<file path="config.mk">
export PLATFORM = sky130hd
export DESIGN_NAME = multiplier_hd
export DESIGN_NICKNAME = d
export VERILOG_FILES = /design/src/rtl/multiplier_hd_pkg.sv /design/src/rtl/online_mult_selm.sv /design/src/rtl/multiplier_hd.sv
export SDC_FILE = /design/constraint.sdc
export NUM_CORES = 1
export LEC_CHECK = 0
export CELL_PAD_IN_SITES_DETAIL_PLACEMENT = 1
export CELL_PAD_IN_SITES_GLOBAL_PLACEMENT = 1
export CORE_MARGIN = 3
export CORE_UTILIZATION = 49
export DETAILED_ROUTE_END_ITERATION = 10
export PLACE_DENSITY = 0.81
export SLEW_MARGIN = 0
export SYNTH_ARGS = -nofsm -noshare
export SYNTH_HDL_FRONTEND = slang
export SYNTH_SLANG_ARGS = --single-unit
</file>
<file path="constraint.sdc">
create_clock -name clk -period 11.15 [get_ports clk]
set_input_delay 2.23 -clock clk [delete_from_list [all_inputs] [get_ports clk]]
set_output_delay 2.23 -clock clk [all_outputs]
set_load 0.1 [all_outputs]
</file>
<file path="src/rtl/multiplier_hd_pkg.sv">
// Shared definitions for the online signed-digit multiplier.
//   - borrow-save digit codes (value = bit0 - bit1)
//   - online delay of the multiplier
//   - operation phase enum
//   - digit decode helper returning -1/0/+1
package multiplier_hd_pkg;

  localparam logic [1:0] DIG_ZERO = 2'b00;
  localparam logic [1:0] DIG_POS  = 2'b01;
  localparam logic [1:0] DIG_NEG  = 2'b10;

  localparam int DELTA = 3;

  typedef enum logic [1:0] {
    INIT,
    RUN,
    FLUSH
  } state_t;

  // Code 11 decodes to zero, like 00.
  function automatic logic signed [1:0] dig_decode(input logic [1:0] d);
    logic signed [1:0] v;
    case (d)
      DIG_POS: v = 2'sb01;
      DIG_NEG: v = 2'sb11;
      default: v = 2'sb00;
    endcase
    return v;
  endfunction

endpackage

</file>
<file path="src/rtl/online_mult_selm.sv">
// Output digit selection for the online multiplier.
// Ports:
//   i_v_top : top 5 bits of the residual estimate V (sign, 2 integer, 2 fractional)
//   o_p     : selected product digit, borrow-save code (never 11)
module online_mult_selm
  import multiplier_hd_pkg::*;
(
  input  logic [4:0] i_v_top,
  output logic [1:0] o_p
);

  // Truncated estimate in units of 1/4: +1 at >= 1/2, -1 below -1/2.
  logic signed [4:0] w_v_hat;
  assign w_v_hat = $signed(i_v_top);

  always_comb begin
    o_p = DIG_ZERO;
    if (w_v_hat >= 5'sd2)
      o_p = DIG_POS;
    else if (w_v_hat < -5'sd2)
      o_p = DIG_NEG;
  end

endmodule

</file>
<file path="src/rtl/multiplier_hd.sv">
// Radix-2 online (MSD-first) signed-digit multiplier, online delay 3.
// Consumes one x and one y digit per step and emits one product digit per
// step once the delay has elapsed; N+3 steps per operation.
// Ports:
//   clk, asyn_reset              : clock, async active-high reset
//   x_value/data_x_vld/data_x_rdy: x operand digit stream
//   y_value/data_y_vld/data_y_rdy: y operand digit stream
//   p_value/data_out_vld/data_out_rdy : product digit stream
//
// state | meaning
// INIT  | j = 0..2, consume digits, build residual, no output
// RUN   | j = 3..N-1, consume digits and emit product digits
// FLUSH | j = N..N+2, zero inputs, emit the remaining product digits
module multiplier_hd
  import multiplier_hd_pkg::*;
#(
  parameter int N = 16
) (
  input  logic       clk,
  input  logic       asyn_reset,
  input  logic [1:0] x_value,
  input  logic [1:0] y_value,
  output logic [1:0] p_value,
  input  logic       data_x_vld,
  output logic       data_x_rdy,
  input  logic       data_y_vld,
  output logic       data_y_rdy,
  output logic       data_out_vld,
  input  logic       data_out_rdy
);

  localparam int XW = N + 2;
  localparam int WW = N + 6;
  localparam int JW = $clog2(N + 3);
  // 1.0 in the residual format (N+3 fractional bits).
  localparam logic signed [WW-1:0] W_ONE = {3'b001, {(N + 3){1'b0}}};

  state_t                 r_state;
  logic [JW-1:0]          r_j;
  logic signed [XW-1:0]   r_x;
  logic signed [XW-1:0]   r_y;
  logic signed [WW-1:0]   r_w;
  logic [1:0]             r_p;
  logic                   r_out_vld;

  logic                   w_in_phase;
  logic                   w_out_free;
  logic                   w_fire;
  logic signed [1:0]      w_xd;
  logic signed [1:0]      w_yd;
  logic signed [1:0]      w_pd;
  logic signed [XW-1:0]   w_wt;
  logic signed [XW-1:0]   w_x_new;
  logic signed [XW-1:0]   w_y_new;
  logic signed [WW-1:0]   w_x_ext;
  logic signed [WW-1:0]   w_y_ext;
  logic signed [WW-1:0]   w_v;
  logic signed [WW-1:0]   w_w_next;
  logic [1:0]             w_p;

  assign p_value      = r_p;
  assign data_out_vld = r_out_vld;

  assign w_in_phase = (r_state == INIT) || (r_state == RUN);
  assign w_out_free = !r_out_vld || data_out_rdy;
  // Held low during reset even though the registered terms already look idle.
  assign data_x_rdy = w_in_phase && w_out_free && !asyn_reset;
  assign data_y_rdy = data_x_rdy;
  assign w_fire     = w_in_phase ? (data_x_vld && data_y_vld && w_out_free) : w_out_free;

  always_comb begin
    w_xd = w_in_phase ? dig_decode(x_value) : 2'sb00;
    w_yd = w_in_phase ? dig_decode(y_value) : 2'sb00;

    // Weight 2^-(j+1) of the incoming digit, in X/Y LSB units (2^-N).
    w_wt = '0;
    if (r_j < JW'(N))
      w_wt = {{(XW - 1){1'b0}}, 1'b1} << (JW'(N - 1) - r_j);

    w_y_new = r_y;
    if (w_yd == 2'sb01)
      w_y_new = r_y + w_wt;
    else if (w_yd == 2'sb11)
      w_y_new = r_y - w_wt;

    w_x_new = r_x;
    if (w_xd == 2'sb01)
      w_x_new = r_x + w_wt;
    else if (w_xd == 2'sb11)
      w_x_new = r_x - w_wt;

    // X/Y carry N fractional bits, W carries N+3; the 2^-3 scaling of the
    // cross terms is therefore just a sign extension, no shift.
    w_x_ext = {{(WW - XW){r_x[XW-1]}}, r_x};
    w_y_ext = {{(WW - XW){w_y_new[XW-1]}}, w_y_new};

    w_v = r_w <<< 1;
    if (w_xd == 2'sb01)
      w_v = w_v + w_y_ext;
    else if (w_xd == 2'sb11)
      w_v = w_v - w_y_ext;
    if (w_yd == 2'sb01)
      w_v = w_v + w_x_ext;
    else if (w_yd == 2'sb11)
      w_v = w_v - w_x_ext;

    w_pd = dig_decode(w_p);
    w_w_next = w_v;
    if (w_pd == 2'sb01)
      w_w_next = w_v - W_ONE;
    else if (w_pd == 2'sb11)
      w_w_next = w_v + W_ONE;
  end

  online_mult_selm u_selm (
    .i_v_top (w_v[WW-1:WW-5]),
    .o_p     (w_p)
  );

  always_ff @(posedge clk or posedge asyn_reset) begin
    if (asyn_reset) begin
      r_state   <= INIT;
      r_j       <= '0;
      r_x       <= '0;
      r_y       <= '0;
      r_w       <= '0;
      r_p       <= DIG_ZERO;
      r_out_vld <= 1'b0;
    end else if (w_fire) begin
      r_x <= w_x_new;
      r_y <= w_y_new;
      r_j <= r_j + 1'b1;
      case (r_state)
        INIT: begin
          r_w       <= w_v;
          r_out_vld <= 1'b0;
          if (r_j == JW'(DELTA - 1))
            r_state <= RUN;
        end
        RUN: begin
          r_w       <= w_w_next;
          r_p       <= w_p;
          r_out_vld <= 1'b1;
          if (r_j == JW'(N - 1))
            r_state <= FLUSH;
        end
        FLUSH: begin
          r_p       <= w_p;
          r_out_vld <= 1'b1;
          if (r_j == JW'(N + DELTA - 1)) begin
            // Last step: clear the datapath so the next pair starts clean.
            r_state <= INIT;
            r_j     <= '0;
            r_x     <= '0;
            r_y     <= '0;
            r_w     <= '0;
          end else begin
            r_w <= w_w_next;
          end
        end
        default: r_state <= INIT;
      endcase
    end else if (data_out_rdy) begin
      r_out_vld <= 1'b0;
    end
  end

endmodule

</file>
==> impl_results.md, run 1 <==
- H-Tree Depth: 3
- Routed vias: 12300
- R2R Path End: r_w[19]$_DFFE_PP0P_
- Row count: 55
- Core Util, Final: 53.5%
- Leading area contributor after synthesis: ha_1
- Area contributors post-synth: ha_1, dfrtp_1, a21oi_1, o21ai_0, nor2_1
- Largest net degree at the start of global routing: 48
- CTS Hold Bufs: 0
- Slowest CP cell: o41ai_1
- Antenna Cells: 0
- Leading cell types by count after synthesis: ha_1, a21oi_1, nor2_1, inv_1, o21ai_0
- Synth Flop Type: dfrtp_1
- Most frequent CP cell: a21oi_1
- Clock net sink count: 67
- Worst hold stages: 1
- Final Hold Fails: 0
- Startpoint Class: primary input
- Vias per inst: 6.56
- Sequential area share after synthesis: 14.5%
- IO Port Bufs: 13
- Initial DRC Count: 1219
- Ys async rst share: 100%
- Setup Fix Bufs, Post-CTS: 0
- Gpl congestion: 0.948
- Unrepaired setup endpoints after global routing: false
- Nets: 1738
- Tot GR Track Use: 33.7%
- Post-Syn Area per Cell: 7.30 µm²
- PostCTS Resize Cnt: 0
- Most numerous cell in the Yosys netlist: ha_1
- Share of the synthesized area in the top cell type: 18.3%
- GR Overflow Total: 0
- Post-route DRC violation count: 0
- Reg2reg start: r_j[0]$_DFFE_PP0N_
- Max-slew violation count: 0
- Post-synth EDFFs: 0
- HP Start: p_value[1]$_DFFE_PP0P_
- Hold worst-path end: p_value[1]$_DFFE_PP0P_
- Final min period: 9.85 ns
- Skew final: 0.0104 ns
- DRT Pass-1 Iters: 8
- Slew margin rel.: 19.0%
- Syn Inst Count: 1589
- Final setup fails: 0
- Layout cells sized above 1: 5.14%
- R2R depth: 35
- Req. time, crit path: 11.37 ns
- Initial Utilization: 50.6%
- Vias in the first global route: 12600
- Clk pin slew, worst setup/hold paths: 0.06 ns
- Routed WL per cell: 23.5 µm
- CTS Buf Count: 9
- Slowest stage delay, CP: 0.73 ns
- Die ar.: 25500 µm²
- Clk_lat worst skew: 0.35 ns
- Hpwl dp: 33.9 mm
- Setup CP Type: primary input to flip-flop
- Sum Neg Setup Slack: 0 ns
- Critical Path Fanout Max: 21
- Clock Tree Buf Depth: 2
- Ys Warns: 0
- Die height: 160 µm
- Max_cap viols: 0
- Part of the cycle the worst path needs: 88.4%
- Layout Cells excl Fill: 1868
- FMAX: 101 MHz
- Worst-Margin Slew: 1.21 ns
- Hold crit path type: flip-flop to flip-flop
- Root buffer cell: clkbuf_16
- CP Data Arrival Time: 10.07 ns
- First-pass GRT wire length: 69.8 mm
- TritonCTS clock tree: built
- Worst reg-to-reg setup slack: 1.33 ns
- Outcome: complete, no violations
- Routed Antenna Nets: 0
- Routed WL: 43.9 mm
- Mapped Area: 11600 µm²
- Number of synthesized register bits: 67
- Crit end category: flip-flop
- Total core area: 22900 µm²
- Cells after DPL: 1853
- Die Wd: 160 µm
- Count of cell types in the netlist: 85
- I/O pin count: 14
- Area delta synth->final: 5.81%
- Initial antenna violation count: 0
## cell usage in the layout (no fill, tap or decap), types with 8 or more instances in the layout
cell and instances:
ha_1 169, a21oi_1 160, nor2_1 141, inv_1 130, o21ai_0 127, nand2_1 107, dfrtp_1 67, nor3_1 47
nand3_1 35, xnor2_1 35, nand2b_1 33, nor2b_1 28, o21bai_1 26, a21o_1 23, a211oi_1 22, o21a_1 20
o221ai_1 17, o22ai_1 17, buf_4 17, o211ai_1 16, and3_1 13, a221oi_1 13, a221o_1 13, o31ai_1 13
xor2_1 13, clkdlybuf4s50_1 13, or2_2 12, or3_1 12, nand4_1 12, nor4_1 10, a31oi_1 10, o31a_1 9
a211o_1 9, clkbuf_16 9, mux2i_1 8, fa_1 8
## area by class of cell
type | count | area, µm²
clock inverter | 4 | 75.1
inverter | 131 | 492
fill | 3003 | 10700
clock buffer | 11 | 243
timing repair buffer | 30 | 258
multi-input combinational | 1312 | 9130
sequential | 67 | 1680
tap | 313 | 392
## critical path, delay by kind of cell
kind,cells,cell delay (ns)
AND/OR/NAND/NOR,8,1.45
multiplexers,1,0.33
AO/OA/AOI/OAI,14,3.69
buffers and inverters,3,0.86
XOR/XNOR,1,0.14
adder cells (fa/ha/maj),3,1.35
## cell families (layout without fill, tap and decap cells)
group,Yosys count,after routing,share of synthesized area [%]
other,2,5,0.0648
xor gates and xnor gates,49,49,3.82
adders and majority gates,178,178,19.7
and+or+nand+nor,490,490,20.8
buffers and inverters,213,176,7.02
muxes,14,14,1.27
AOI/OAI and AO/OA,576,576,32.8
DFF,67,67,14.5
## flip-flops by register name, summed over array words and instances (netlist names)
register      count
r_w              21
r_j               5
r_state           2
r_x              18
data_out_vld      1
p_value           2
r_y              18
## stage by stage
stage | cell area, µm² | hold slack, ns | setup slack, ns
detailed placement | 11900 | 0.499 | 1.13
global route | 12300 | 0.558 | 0.548
floorplan | 11600 | 0.497 | 2.03
global placement | 11900 | 0.475 | 1.27
CTS | 12300 | 0.518 | 1.45
finish | 12300 | 0.518 | 1.30
## worst max-delay path by stage
stage	startpoint	end	slack (ns)	cells after the start
final	y_value[1]	r_w[19]$_DFFE_PP0P_	1.30	30
after global routing	r_j[2]$_DFFE_PP0N_	r_w[19]$_DFFE_PP0P_	0.55	35
after CTS	y_value[0]	r_w[19]$_DFFE_PP0P_	1.45	30
after detailed placement	y_value[0]	r_w[19]$_DFFE_PP0P_	1.13	30
after global placement	y_value[0]	r_w[19]$_DFFE_PP0P_	1.27	30
after floorplan	y_value[0]	r_w[19]$_DFFE_PP0P_	2.03	32
## routing by layer
metal	routed length (µm)	part of all wire, %	up-vias	GRT usage [%]
met3	2960	6.7	97	4.82
met2	19900	45	433	54.7
li1	-	-	5700	-
met4	1630	3.7	0	13.0
met5	0	0	-	0
met1	19400	44	6020	45.6
Power of run 1 is left out: the tool's default activity adds up to more than one toggle a clock period on the data nets, which glitch-free logic cannot reach.
==> run 2: changes to the inputs <==
- CTS_CLUSTER_SIZE: unset -> 16
==> results of run 2 <==
The final DEF is identical to that of run 1; final timing and power are the same.
Power of run 2 is left out for the same reason.
